[src/rtl/serial_compare_ctrl_if.sv]
// rtl/serial_compare_ctrl_if.sv - start/operand request and busy/done/result bundle
interface serial_compare_ctrl_if #(
  parameter int WIDTH = 8
);
  logic             start;
  logic [WIDTH-1:0] a;
  logic [WIDTH-1:0] b;
  logic             busy;
  logic             done;
  logic             a_lt_b;
  logic             a_eq_b;
  logic             a_gt_b;

  modport master (
    output start, a, b,
    input  busy, done, a_lt_b, a_eq_b, a_gt_b
  );

  modport slave (
    input  start, a, b,
    output busy, done, a_lt_b, a_eq_b, a_gt_b
  );
endinterface

[src/rtl/serial_compare_ctrl.sv]
// rtl/serial_compare_ctrl.sv - MSB-first sliced magnitude compare over one 2-bit comparator cell
// Optional build macro EARLY_EXIT_EN: stop scanning at the first unequal slice.

module comparator (
  input  logic [1:0] a,
  input  logic [1:0] b,
  output logic       lt,
  output logic       eq,
  output logic       gt
);
  assign lt = (a < b);
  assign eq = (a == b);
  assign gt = (a > b);
endmodule

module serial_compare_ctrl #(
  parameter int WIDTH = 8
) (
  input  logic                  clk,
  input  logic                  rst,
  serial_compare_ctrl_if.slave  bus
);
  localparam int NSLICE = WIDTH / 2;
  localparam int IDXW   = (NSLICE > 1) ? $clog2(NSLICE) : 1;
  localparam logic [IDXW-1:0] IDX_MSB = IDXW'(NSLICE - 1);
`ifdef EARLY_EXIT_EN
  localparam bit EARLY_EXIT = 1'b1;
`else
  localparam bit EARLY_EXIT = 1'b0;
`endif

  typedef enum logic [1:0] {IDLE, SCAN, DONE} state_t;

  state_t           state_q, state_d;
  logic [WIDTH-1:0] ra_q, ra_d, rb_q, rb_d;
  logic [IDXW-1:0]  idx_q, idx_d;
  logic             decided_q, decided_d;
  logic             plt_q, plt_d, pgt_q, pgt_d;
  logic             busy_q, busy_d, done_q, done_d;
  logic             lt_q, lt_d, eq_q, eq_d, gt_q, gt_d;

  logic cmp_lt, cmp_eq, cmp_gt;

  comparator u_cmp (
    .a  (ra_q[{idx_q, 1'b0} +: 2]),
    .b  (rb_q[{idx_q, 1'b0} +: 2]),
    .lt (cmp_lt),
    .eq (cmp_eq),
    .gt (cmp_gt)
  );

  always_comb begin
    state_d   = state_q;
    ra_d      = ra_q;
    rb_d      = rb_q;
    idx_d     = idx_q;
    decided_d = decided_q;
    plt_d     = plt_q;
    pgt_d     = pgt_q;
    done_d    = 1'b0;
    lt_d      = lt_q;
    eq_d      = eq_q;
    gt_d      = gt_q;
    case (state_q)
      IDLE: begin
        if (bus.start) begin
          state_d   = SCAN;
          ra_d      = bus.a;
          rb_d      = bus.b;
          idx_d     = IDX_MSB;
          decided_d = 1'b0;
          plt_d     = 1'b0;
          pgt_d     = 1'b0;
        end
      end
      SCAN: begin
        // First unequal slice from the top decides; later slices cannot override it.
        if (!cmp_eq && !decided_q) begin
          decided_d = 1'b1;
          plt_d     = cmp_lt;
          pgt_d     = cmp_gt;
        end
        if (idx_q == '0 || (EARLY_EXIT && !cmp_eq)) begin
          state_d = DONE;
          done_d  = 1'b1;
          lt_d    = plt_d;
          gt_d    = pgt_d;
          eq_d    = ~(plt_d | pgt_d);
        end else begin
          idx_d = idx_q - IDXW'(1);
        end
      end
      DONE: state_d = IDLE;
      default: state_d = IDLE;
    endcase
    busy_d = (state_d != IDLE);
  end

  always_ff @(posedge clk) begin
    if (rst) begin
      state_q   <= IDLE;
      ra_q      <= '0;
      rb_q      <= '0;
      idx_q     <= '0;
      decided_q <= 1'b0;
      plt_q     <= 1'b0;
      pgt_q     <= 1'b0;
      busy_q    <= 1'b0;
      done_q    <= 1'b0;
      lt_q      <= 1'b0;
      eq_q      <= 1'b0;
      gt_q      <= 1'b0;
    end else begin
      state_q   <= state_d;
      ra_q      <= ra_d;
      rb_q      <= rb_d;
      idx_q     <= idx_d;
      decided_q <= decided_d;
      plt_q     <= plt_d;
      pgt_q     <= pgt_d;
      busy_q    <= busy_d;
      done_q    <= done_d;
      lt_q      <= lt_d;
      eq_q      <= eq_d;
      gt_q      <= gt_d;
    end
  end

  assign bus.busy   = busy_q;
  assign bus.done   = done_q;
  assign bus.a_lt_b = lt_q;
  assign bus.a_eq_b = eq_q;
  assign bus.a_gt_b = gt_q;
endmodule

[src/flat_wrapper.sv]
// flat-port wrapper written by rule: the top's interface ports become plain ports
module serial_compare_ctrl_flat 
#(
  parameter int WIDTH = 8
)
  (clk, rst, bus_start, bus_a, bus_b, bus_busy, bus_done, bus_a_lt_b, bus_a_eq_b, bus_a_gt_b);
  serial_compare_ctrl_if #(.WIDTH(WIDTH)) bus_i ();
  input  logic clk;
  input  logic rst;
  input wire logic [$bits(bus_i.start)-1:0] bus_start;
  input wire logic [$bits(bus_i.a)-1:0] bus_a;
  input wire logic [$bits(bus_i.b)-1:0] bus_b;
  output wire logic [$bits(bus_i.busy)-1:0] bus_busy;
  output wire logic [$bits(bus_i.done)-1:0] bus_done;
  output wire logic [$bits(bus_i.a_lt_b)-1:0] bus_a_lt_b;
  output wire logic [$bits(bus_i.a_eq_b)-1:0] bus_a_eq_b;
  output wire logic [$bits(bus_i.a_gt_b)-1:0] bus_a_gt_b;
  assign bus_i.start = bus_start;
  assign bus_i.a = bus_a;
  assign bus_i.b = bus_b;
  assign bus_busy = bus_i.busy;
  assign bus_done = bus_i.done;
  assign bus_a_lt_b = bus_i.a_lt_b;
  assign bus_a_eq_b = bus_i.a_eq_b;
  assign bus_a_gt_b = bus_i.a_gt_b;
  serial_compare_ctrl #(.WIDTH(WIDTH)) u_core (.clk(clk), .rst(rst), .bus(bus_i));
endmodule
[config.mk]
export PLATFORM = sky130hd
export DESIGN_NAME = serial_compare_ctrl_flat
export DESIGN_NICKNAME = d
export VERILOG_FILES = /design/src/rtl/serial_compare_ctrl_if.sv /design/src/rtl/serial_compare_ctrl.sv /design/src/flat_wrapper.sv
export SDC_FILE = /design/constraint.sdc
export NUM_CORES = 1
export LEC_CHECK = 0
export CORE_UTILIZATION = 34
export CTS_BUF_LIST = sky130_fd_sc_hd__clkbuf_8
export DETAILED_ROUTE_END_ITERATION = 6
export SLEW_MARGIN = 20
export SYNTH_ARGS = -nofsm -noshare
export SYNTH_HDL_FRONTEND = slang
export SYNTH_SLANG_ARGS = --single-unit
[constraint.sdc]
create_clock -name clk -period 3.05 [get_ports clk]
set_clock_uncertainty 0.05 [all_clocks]
set_input_delay 0.61 -clock clk [delete_from_list [all_inputs] [get_ports clk]]
set_output_delay 0.61 -clock clk [all_outputs]
set_load 0.05 [all_outputs]
# Word-level counts from Yosys, hierarchy flattened
# Index checks and enable logic that the tools add are counted.
dict set report classes {
  mux 16
  shifts 2
  mul 0
  n_addsub 1
  div 0
  n_bitwise 3
  n_reduce_logical 13
  n_lt_le_gt_ge 2
  n_eq_ne 5
}
# cell count
set ops {}
lappend ops {{8-bit by 4-bit indexed part select with 2-bit output} 2}
lappend ops {{2-bit two-way mux} 4}
lappend ops {{2-bit one-hot mux with 2 select lines} 2}
lappend ops {{1-bit two-way mux} 7}
lappend ops {{1-bit one-hot mux with 2 select lines} 3}
lappend ops {{2-bit AND reduction} 3}
lappend ops {{3-bit AND reduction} 2}
lappend ops {{2-bit logical NOT} 2}
lappend ops {{2-bit != test, second input constant} 2}
lappend ops {{2-bit nonzero test} 2}
lappend ops {{2-bit by 1-bit equality test with 1-bit output, second input constant} 1}
lappend ops {{2-bit equality test} 1}
lappend ops {{2-bit greater-than comparator} 1}
lappend ops {{1-bit logical NOT} 2}
lappend ops {{2-bit less-than comparator} 1}
lappend ops {{2-bit by 1-bit != test with 1-bit output, second input constant} 1}
lappend ops {{1-bit NOT} 2}
lappend ops {{2-bit OR reduction} 1}
lappend ops {{2-bit by 1-bit subtractor with 2-bit output, second input constant} 1}
lappend ops {{1-bit logical AND} 1}
lappend ops {{1-bit OR} 1}
dict set report totals {
  inputBits 19
  register_bits 28
  ramBits 0
  n_memories 0
  mem_bits_ro 0
  out_inout_bits 5
  latch_bits 0
}

# Depth between registers and ports, before layout
# Gate-level depths: netlist of run 1.
dict set report depth {
  word_depth 8
  depth_mapped 8
  ltp_nobuf 7
}

# Hierarchy
# A second synthesis of run 1 with hierarchy kept.
dict set report hier_totals {
  cells_unflattened 138
  hier_area_um2 1305.0
}
# mod cells_each instances area_per_inst_um2
set modules_own_cells {}
lappend modules_own_cells {serial_compare_ctrl 129 1 1242.4}
lappend modules_own_cells {comparator 9 1 62.6}

# Worst setup path after synthesis of run 1
# OpenSTA, ideal clock, no wires.
dict set report synth_timing {
  path_kind {reg-to-reg}
  from {register u_core.idx_q[0]}
  to {register u_core.eq_q, in the netlist u_core.bus.a_eq_b}
  setup_ns 0.117
  arrival_ns 2.064
  n_path_buf 1
  setup_slack_ns 0.818
  path_stages_with_launch 8
  synth_period_minus_slack_ns 2.232
  cell_sequence {dfxtp_1 buf_2 mux4_2 ha_1 nand2b_1 a211o_1 a21boi_4 a32o_2}
}
dict set report synth_between {
  elab_chain_cells 8
}
# item line_no
set synth_rtl {}
lappend synth_rtl {{start: declaration} serial_compare_ctrl.sv:36} ;# logic [IDXW-1:0] idx_q, idx_d;
lappend synth_rtl {{start signal: assignment} serial_compare_ctrl.sv:117} ;# idx_q <= idx_d;
lappend synth_rtl {{8-bit by 4-bit indexed part select with 2-bit output, on equally long branches} {serial_compare_ctrl.sv:45, serial_compare_ctrl.sv:46}}
lappend synth_rtl {{2-bit equality test} serial_compare_ctrl.sv:12} ;# assign eq = (a == b);
lappend synth_rtl {{1-bit logical NOT} serial_compare_ctrl.sv:78} ;# if (!cmp_eq && !decided_q) begin
lappend synth_rtl {{1-bit logical AND} serial_compare_ctrl.sv:78}
lappend synth_rtl {{1-bit two-way mux} serial_compare_ctrl.sv:78}
lappend synth_rtl {{1-bit two-way mux} serial_compare_ctrl.sv:64} ;# case (state_q)
lappend synth_rtl {{1-bit OR} serial_compare_ctrl.sv:88} ;# eq_d = ~(plt_d | pgt_d);
lappend synth_rtl {{1-bit NOT} serial_compare_ctrl.sv:88}
lappend synth_rtl {{end signal: assignment} serial_compare_ctrl.sv:124} ;# eq_q <= eq_d;
lappend synth_rtl {{end: declaration} serial_compare_ctrl.sv:40} ;# logic lt_q, lt_d, eq_q, eq_d, gt_q, gt_d;
# Parallel ways exist; a longest one is shown, timed or not. The select of a mux whose other input is x is not followed.
# A chain may end at the register's enable or synchronous reset.

# Worst setup path after layout of run 1
# Ends and elaborated chain as after synthesis.

==> run_results.csv, run 1 <==
group,metric,value,unit
synth,synth_commonest_cells,"nand2_1, dfxtp_1, a21oi_1",
job,maxCapViolCount,0,
global_routing,grtUsageTotal,0.138,
setup_path,crit_start,"u_core.idx_q[0]",
route,wl_per_cell,11.1,um
setup_path,arrival,2.47,ns
layout,drive_above_1_share,0.110,
floorplan,core_area,0.00336,mm^2
global_routing,overflow,0,
pwr,seq_power_share,0.503,
setup_path,r2r_slack,0.69,ns
timing,setup_tns,0,ns
synth,syn_nets,156,
run_status,outcome,"finished clean",
floorplan,die_h,61.7,um
hold_path,holdPathStages,2,
pwr,finalPower,833,uW
timing,setup_viol,0,
clocking,numCtsBuffers,3,
setup_path,r2r_start,"u_core.idx_q[0]",
synth,synthTopCellsByArea,"dfxtp_1, nand2_1, a21oi_1",
timing,tightest_slew,0.608,ns
setup_path,crit_family,"compound AO/OA/AOI/OAI gates",
timing,timing.fmax,424,MHz
clocking,holdBufCountCts,0,
route,ant_nets,0,
pwr,p_int,603,uW
clocking,cts_setup_buffers,0,
placed_design,place_inst,197,
synth,synthArstFlopShare,0,
synth,synth_area,0.00121,mm^2
floorplan,die_w,61.7,um
timing,finalCriticalPeriod,2.36,ns
clocking,post_cts_resized,0,
setup_path,required,3.17,ns
floorplan,rows,21,
clocking,worstSkewPairLatency,0.27,ns
pwr,clkPwrFrac,0.266,
setup_path,criticalPathCategory,"flop to flop",
route,vias_per_cell,4.81,
placed_design,io_buffers,23,
placed_design,place.gp.congestion,0.746,
synth,yosys_warnings,0,
global_routing,grt_max_degree,17,
synth,synth-edff-count,0,
synth,postSynthCellCount,134,
synth,synthFlopType,"dfxtp_1",
synth,synth_largest_area_cell,"dfxtp_1",
synth,ys_ff_latch,28,
setup_path,worstRegToRegCells,6,
timing,rsz0062_at_grt,"false",
route,num_vias,966,
layout,final_area,0.00152,mm^2
setup_path,critPathMaxFanout,7,
route,dr.pass1.iters,4,
route,drc,0,
clocking,cts_tree,"done",
layout,fill_cells,359,
pwr,switching_share,0.276,
setup_path,cp-start-kind,"flop",
layout,fin_nets,178,
floorplan,io_pins,24,
hold_path,hold_path.startpoint,"u_core.ra_q[2]",
timing,period_share,0.773,
synth,yosysTopAreaCellShare,0.463,
hold_path,hp-class,"flop to flop",
pwr,p_comb_frac,0.231,
clocking,htree_levels,1,
timing,maxSlewHeadroom,0.593,
synth,yosysSeqAreaShare,0.463,
setup_path,r2r-end,"u_core.bus.a_eq_b",
timing,slew_viol_final,0,
clocking,cts.sinks,28,
floorplan,start_util,0.360,
placed_design,dp_hpwl,1720,um
layout,stdcell_count,201,
clocking,clock_path_buffers,2,
layout,diodes,0,
synth,avgSynthCellArea,9.03,um^2
setup_path,endpoint_kind,"flop",
hold_path,hold_path_end,"u_core.ra_q[2]",
clocking,clk_transition_reported_paths,0.09,ns
timing,hold_viol_final,0,
synth,ys_types,30,
pwr,switchingPower,230,uW
pwr,power.static_leakage,0.571,nW
pwr,vdd.ir_drop.worst,0.197,mV
global_routing,grt_pass1_wl,3800,um
setup_path,cp.buffers_inverters,0,
setup_path,cpMaxStageDelayCell,"mux4_2",
global_routing,grt_pass1_vias,859,
setup_path,cp_cell_sequence,"mux4_2, ha_1, nand2b_1, a211o_1, a21boi_4, a32o_2",
synth,yosysMostFrequentCell,"nand2_1",
floorplan,floorplan.die_area,0.00380,mm^2
pwr,p_per_area,549,mW/mm^2
route,routed_wl,2240,um
route,drtIter0Drc,25,
global_routing,grt_antenna_before_repair,0,
setup_path,max_stage_delay,0.55,ns
layout,syn2layout_area_growth,25.5,%
clocking,cts-root-buf,"clkbuf_8",
placed_design,placed_area,0.00146,mm^2
## worst max-delay path by stage
stage / slack [ns] / depth (start not counted) / endpoint
after CTS: 0.67 / 6 / u_core.bus.a_eq_b
final: 0.69 / 6 / u_core.bus.a_eq_b
after floorplan: 0.82 / 7 / u_core.bus.a_eq_b
after global routing: 0.55 / 7 / u_core.bus.a_eq_b
after global placement: 0.71 / 6 / u_core.bus.a_eq_b
after detailed placement: 0.68 / 6 / u_core.bus.a_eq_b
## metal layers
| metal | GRT usage | share of wire | vias up |
|---|---|---|---|
| met2 | 0.227 | 0.47 | 22 |
| met3 | 0.0336 | 0.046 | 4 |
| met5 | 0 | 0 | - |
| met4 | 0.0476 | 0.0098 | 0 |
| met1 | 0.177 | 0.47 | 447 |
| li1 | - | - | 493 |
## kinds of logic (layout without fill, tap and decap cells)
kind of cell    Yosys count  in the layout  share of synthesized area
mux                       4              4                     0.0745
fa+ha+maj                 3              3                     0.0310
flops                    28             28                      0.463
compound gates           31             31                      0.170
buf+inv                  14             35                     0.0589
simple gates             54             54                      0.203
## through the flow
| step | hold slack (ns) | setup WS (ns) | utilization |
|---|---|---|---|
| final | 0.410 | 0.692 | 0.452 |
| after global routing | 0.441 | 0.553 | 0.452 |
| after CTS | 0.414 | 0.667 | 0.452 |
| after detailed placement | 0.401 | 0.679 | 0.435 |
| after global placement | 0.398 | 0.712 | 0.435 |
| after floorplan | 0.383 | 0.818 | - |
## worst min-delay path, delay by kind of cell, from the launching register on
kind            cells  cell delay (ns)
compound gates      1             0.05
flops               1             0.32
simple gates        1             0.05
## power by group through the flow
stage	registers [mW]	clock network [mW]	logic, mW
6_report	0.419	0.221	0.193
5_1_grt	0.425	0.246	0.214
4_1_cts	0.420	0.231	0.196
3_5_place_dp	0.428	0	0.195
3_3_place_gp	0.427	0	0.192
2_1_floorplan	0.437	0	0.131
## cells in the final DEF, fill, tap and decap left out, types with 2 or more instances in the layout
cell / instances
clkbuf_8: 4
a21oi_1: 19
clkdlybuf4s50_1: 23
mux4_2: 4
ha_1: 3
o21ai_0: 3
dfxtp_1: 28
nand2_1: 35
inv_1: 6
nand2b_4: 2
nor2_1: 9
nor3_1: 2
buf_4: 2
## cell type report
type                    instances  area [um^2]  share of cell area
clock buffers                   4         55.1              0.0362
inverters                       6         22.5              0.0148
multi-input cells              92          578               0.381
flip-flops and latches         28          561               0.369
well taps                      46         57.6              0.0379
repair buffers                 25          245               0.161
## flip-flops by register name, indices dropped and copies added, names as in the netlist
signal             cells
u_core.ra_q            8
u_core.rb_q            8
u_core.idx_q           2
u_core.state_q         2
u_core.bus.a_eq_b      1
u_core.bus.a_gt_b      1
u_core.bus.a_lt_b      1
u_core.bus.busy        1
u_core.bus.done        1
u_core.decided_q       1
u_core.pgt_q           1
u_core.plt_q           1
No activity file was read; power rests on OpenSTA's default activity.
==> run 2, diff against run 1 <==
- clock period: 3.05 -> 2.1 ns (I/O delays scaled with it)
==> run_results.csv, run 2 (synthesized netlist as in run 1, its figures left out) <==
group,metric,value,unit
run_status,outcome,"complete, but fails checks",
run_status,violations,"negative setup slack",
clocking,holdBufCountCts,0,
floorplan,die_w,61.7,um
timing,period_share,1.00,
route,dr.pass1.iters,4,
timing,hold_viol_final,0,
placed_design,dp_hpwl,1720,um
floorplan,core_area,0.00336,mm^2
layout,fin_nets,182,
placed_design,place_inst,201,
layout,fill_cells,356,
timing,setup_ws,-0.00734,ns
layout,diodes,0,
route,wl_met3,65,um
setup_path,cpMaxStageDelayCell,"mux4_2",
layout,stdcell_count,204,
timing,setup_viol,1,
clocking,cts_tree,"done",
layout,layout_common_cells,"nand2_1, dfxtp_1, clkdlybuf4s50_1",
placed_design,io_buffers,23,
global_routing,grt_antenna_before_repair,0,
setup_path,cp.buffers_inverters,1,
layout,final_area,0.00156,mm^2
placed_design,place.gp.congestion,0.740,
placed_design,placed_area,0.00152,mm^2
hold_path,hp-class,"flop to flop",
clocking,cts_setup_buffers,0,
route,ant_nets,0,
pwr,vdd.ir_drop.worst,0.368,mV
floorplan,rows,21,
timing,timing.fmax,475,MHz
timing,maxSlewHeadroom,0.630,
setup_path,arrival,2.22,ns
layout,syn2layout_area_growth,28.9,%
route,wl_per_cell,10.7,um
timing,whs,0.410,ns
timing,rsz0062_at_grt,"true",
timing,tightest_slew,0.555,ns
timing,slew_viol_final,0,
route,wl_met2,1030,um
clocking,cts.sinks,28,
route,drc,0,
pwr,p_per_area,767,mW/mm^2
route,top_layer_used,"met4",
setup_path,crit_family,"compound AO/OA/AOI/OAI gates",
clocking,numCtsBuffers,3,
route,num_vias,964,
setup_path,cp_cell_sequence,"mux4_2, inv_2, ha_4, nand2b_4, a211o_1, a21boi_4, a32o_2",
layout,top_regs,"u_core.ra_q x8, u_core.rb_q x8",
route,routed_wl,2190,um
layout,layout_commonest_cell,"nand2_1",
job,maxCapViolCount,0,
global_routing,grtUsageTotal,0.139,
timing,finalCriticalPeriod,2.11,ns
global_routing,grt_pass1_vias,929,
global_routing,grt_max_degree,17,
pwr,power.static_leakage,0.592,nW
clocking,clk_transition_reported_paths,0.09,ns
setup_path,required,2.21,ns
route,vias_per_cell,4.73,
setup_path,critPathMaxFanout,6,
floorplan,die_h,61.7,um
global_routing,overflow,0,
pwr,finalPower,1.20,mW
setup_path,cp-start-kind,"flop",
setup_path,criticalPathCategory,"flop to flop",
floorplan,start_util,0.360,
clocking,htree_levels,1,
floorplan,floorplan.die_area,0.00380,mm^2
clocking,clock_path_buffers,2,
floorplan,io_pins,24,
clocking,cts-root-buf,"clkbuf_8",
global_routing,grt_pass1_wl,3860,um
setup_path,max_stage_delay,0.52,ns
route,wl_met1,1050,um
clocking,worstSkewPairLatency,0.26,ns
route,drtIter0Drc,18,
layout,drive_above_1_share,0.152,
setup_path,endpoint_kind,"flop",
[run 2: changes by cell type in the layout (fill, tap and decap cells not counted)]
cell,before,now
buf_4,2,6
clkbuf_8,4,3
dfxtp_1,28,27
dfxtp_4,0,1
ha_1,3,2
ha_4,0,1
inv_1,6,5
inv_2,0,1
nand2b_1,1,0
nand2b_4,2,3
o21ai_0,3,2
o21ai_1,0,1
[run 2: metal layers]
layer  vias to the layer above  global-route usage
met5                         -                   0
met4                         0              0.0667
met3                         5              0.0252
met2                        17               0.232
met1                       442               0.172
li1                        500                   -
[run 2: repair_timing]
action | CTS | global route
setup endpoints to repair | 2 | 5
gates resized for setup | 1 | 1
gates cloned | 0 | 0
pin swaps | 2 | 0
[run 2: final cells by class]
class / count / area [um^2] / share of cell area
clock buffers: 3 / 41.3 / 0.0265
repair buffers: 29 / 275 / 0.177
well taps: 46 / 57.6 / 0.0369
multi-input cells: 92 / 598 / 0.384
flip-flops and latches: 28 / 564 / 0.362
inverters: 6 / 22.5 / 0.0144
[run 2: worst register-to-register path, stage by stage, from the launching register on]
cell and delay (ns):
dfxtp_4 0.40, mux4_2 0.52, inv_2 0.09, ha_4 0.20, nand2b_4 0.13, a211o_1 0.26
a21boi_4 0.15, a32o_2 0.21
[run 2: worst paths after layout]
check | from | to | slack, ns | depth (start not counted)
min | u_core.ra_q[0] | u_core.ra_q[0] | 0.41 | 2
min reg2reg | u_core.ra_q[0] | u_core.ra_q[0] | 0.41 | 2
max reg2reg | u_core.idx_q[0] | u_core.bus.a_eq_b | -0.007 | 7
max | u_core.idx_q[0] | u_core.bus.a_eq_b | -0.007 | 7
[run 2: power by group]
part / internal, mW / switching [mW] / total (mW)
Combinational: 0.156 / 0.153 / 0.309
Clock: 0.128 / 0.149 / 0.278
Sequential: 0.574 / 0.0346 / 0.609
[run 2: stage by stage]
step / setup WS [ns] / setup TNS, ns / utilization
after floorplan: 0.00621 / 0 / -
after global placement: -0.0104 / -0.0104 / 0.451
after detailed placement: -0.0572 / -0.108 / 0.451
after CTS: -0.0215 / -0.0215 / 0.464
after global routing: -0.0693 / -0.197 / 0.464
final: -0.00734 / -0.00734 / 0.464
==> run 3, diff against run 2 <==
- ABC_AREA: unset -> 1
- clock period: 2.1 -> 1.9 ns (I/O delays scaled with it)
==> run_results.csv, run 3 <==
group,metric,value,unit
clocking,htree_levels,1,
synth,synthMuxAreaShare,0,
setup_path,criticalPathCategory,"flop to flop",
synth,ys_types,27,
timing,finalCriticalPeriod,1.77,ns
floorplan,io_pins,24,
timing,rsz0062_at_grt,"false",
setup_path,critPathMaxFanout,7,
synth,synth-simple-area-share,0.248,
clocking,holdBufCountCts,0,
synth,synth_fa_ha_area_frac,0.0300,
clocking,numCtsBuffers,3,
clocking,cts.sinks,28,
timing,setup_viol,0,
placed_design,dp_hpwl,1920,um
synth,synth_commonest_cells,"nor2_1, dfxtp_1, o21ai_0",
route,ant_nets,0,
layout,final_util,0.457,
synth,synth_area,0.00125,mm^2
floorplan,die_h,62.6,um
setup_path,arrival,1.92,ns
synth,yosys_warnings,0,
synth,synth-compound-area-share,0.173,
layout,fin_nets,207,
setup_path,crit_cells,9,
clocking,cts_tree,"done",
synth,synth_largest_area_cell,"dfxtp_1",
placed_design,place_ws,-0.0163,ns
placed_design,place_inst,226,
global_routing,grt_use_met2,0.281,
setup_path,cp-start-kind,"flop",
synth,synthArstFlopShare,0,
global_routing,grtUsageMet1,0.168,
layout,layout_common_cells,"nor2_1, dfxtp_1, o21ai_0",
clocking,clock_path_buffers,2,
synth,synth_top_family_by_area,"simple AND/OR/NAND/NOR gates",
job,maxCapViolCount,0,
global_routing,met3_usage,0.0347,
setup_path,crit_family,"compound AO/OA/AOI/OAI gates",
floorplan,start_util,0.366,
global_routing,grt_pass1_wl,4810,um
hold_path,hp-class,"flop to flop",
setup_path,endpoint_kind,"flop",
clocking,clk_transition_reported_paths,0.10,ns
global_routing,grt_max_degree,20,
timing,maxSlewHeadroom,0.818,
route,drc,0,
layout,diodes,0,
synth,postSynthCellCount,161,
global_routing,grtUsageTotal,0.151,
layout,stdcell_count,230,
route,routed_wl,2610,um
setup_path,required,2.05,ns
pwr,vdd.ir_drop.worst,0.701,mV
layout,drive_above_1_share,0.147,
pwr,power.static_leakage,0.648,nW
layout,syn2layout_area_growth,24.9,%
synth,ys_ff_latch,28,
global_routing,busiest_layer,"met2",
route,wl_per_cell,11.3,um
pwr,p_per_area,996,mW/mm^2
synth,synth-edff-count,0,
synth,syn_nets,183,
setup_path,cp_cell_sequence,"inv_1, a21oi_1, a32o_1, ha_1, nand2_1, nand2_2, o21ai_1, nand2_1, a21oi_1",
layout,top_regs,"u_core.ra_q x8, u_core.rb_q x8",
placed_design,io_buffers,23,
timing,period_share,0.932,
synth,avgSynthCellArea,7.76,um^2
synth,yosysMostFrequentCell,"nor2_1",
clocking,worstSkewPairLatency,0.28,ns
layout,layout_commonest_cell,"nor2_1",
global_routing,grt_antenna_before_repair,0,
synth,synthTopCellsByArea,"dfxtp_1, nor2_1, o21ai_0",
run_status,outcome,"finished clean",
setup_path,worstRegToRegCells,9,
setup_path,max_stage_delay,0.34,ns
route,vias_per_cell,4.71,
floorplan,floorplan.die_area,0.00392,mm^2
global_routing,overflow,0,
hold_path,holdPathStages,2,
synth,synthFlopType,"dfxtp_1",
synth,yosysTopAreaCellShare,0.448,
setup_path,cpMaxStageDelayCell,"dfxtp_2",
synth,yosysSeqAreaShare,0.448,
global_routing,grt_pass1_vias,1152,
timing,setup_ws,0.130,ns
setup_path,cp.buffers_inverters,1,
timing,slew_viol_final,0,
floorplan,core_area,0.00342,mm^2
route,drtIter0Drc,33,
route,dr.pass1.iters,4,
synth,synthXorXnorAreaFrac,0,
floorplan,rows,21,
timing,hold_viol_final,0,
timing,setup_tns,0,ns
placed_design,place.gp.congestion,0.885,
floorplan,die_w,62.6,um
clocking,cts-root-buf,"clkbuf_8",
timing,tightest_slew,0.273,ns
timing,timing.fmax,565,MHz
route,num_vias,1083,
run 3: cell types whose count changed after synthesis, sizes merged, moves of 2 or more:
| cell | previous run | this run |
|---|---|---|
| o21ai | 3 | 24 |
| o22ai | 0 | 2 |
| buf | 7 | 5 |
| o21a | 0 | 2 |
| nor2 | 10 | 41 |
| inv | 6 | 18 |
| a21oi | 19 | 7 |
| nand3 | 1 | 6 |
| nand2 | 35 | 20 |
| or2 | 2 | 0 |
| mux4 | 4 | 0 |
| nand2b | 3 | 0 |
| o32ai | 2 | 0 |
run 3: path summary, 6_finish.rpt:
path	from	slack (ns)	end
hold / removal	u_core.bus.a_gt_b	0.43	u_core.bus.a_gt_b
hold reg to reg	u_core.bus.a_gt_b	0.43	u_core.bus.a_gt_b
setup / recovery	u_core.idx_q[1]	0.13	u_core.plt_q
setup reg to reg	u_core.idx_q[1]	0.13	u_core.plt_q
run 3: cell families after synthesis:
family | Yosys count
AOI/OAI and AO/OA | 38
DFF | 28
adders and majority gates | 3
and+or+nand+nor | 69
buffers and inverters | 23
run 3: routing by layer:
layer	vias up	routed length (um)
met5	-	0
met4	0	29
met3	4	90
met2	19	1270
met1	492	1220
li1	568	-
run 3: final cells by class:
type / count / area (um^2)
clock buffer: 3 / 41.3
clock inverter: 1 / 30.0
fill: 351 / 1850
inverter: 18 / 75.1
multi-input combinational: 110 / 567
sequential: 28 / 566
tap: 46 / 57.6
timing repair buffer: 24 / 225
run 3: per-stage QoR:
| stage | instance area, um^2 | hold slack (ns) | total power [mW] |
|---|---|---|---|
| final | 1560 | 0.427 | 1.55 |
| after floorplan | 1250 | 0.398 | 0.990 |
| after CTS | 1550 | 0.430 | 1.55 |
| after global placement | 1480 | 0.408 | 1.08 |
| after global routing | 1560 | 0.447 | 1.65 |
| after detailed placement | 1480 | 0.414 | 1.09 |
run 3: tightest hold or removal path, stage by stage (launching register included):
cell and delay [ns]:
dfxtp_1 0.32, nand3_1 0.08, nand2_1 0.05
run 3: power by group:
group | total (mW) | leakage (nW) | internal, mW | switching [mW]
combinational | 0.396 | 0.380 | 0.156 | 0.241
clock | 0.467 | 0.0357 | 0.282 | 0.185
sequential | 0.691 | 0.232 | 0.648 | 0.0430
total | 1.55 | 0.648 | 1.09 | 0.468
run 3: what timing repair did:
action / CTS / global route
resized for setup: 1 / 7
endpoints found under the setup margin: 2 / 4
setup buffers: 0 / 0
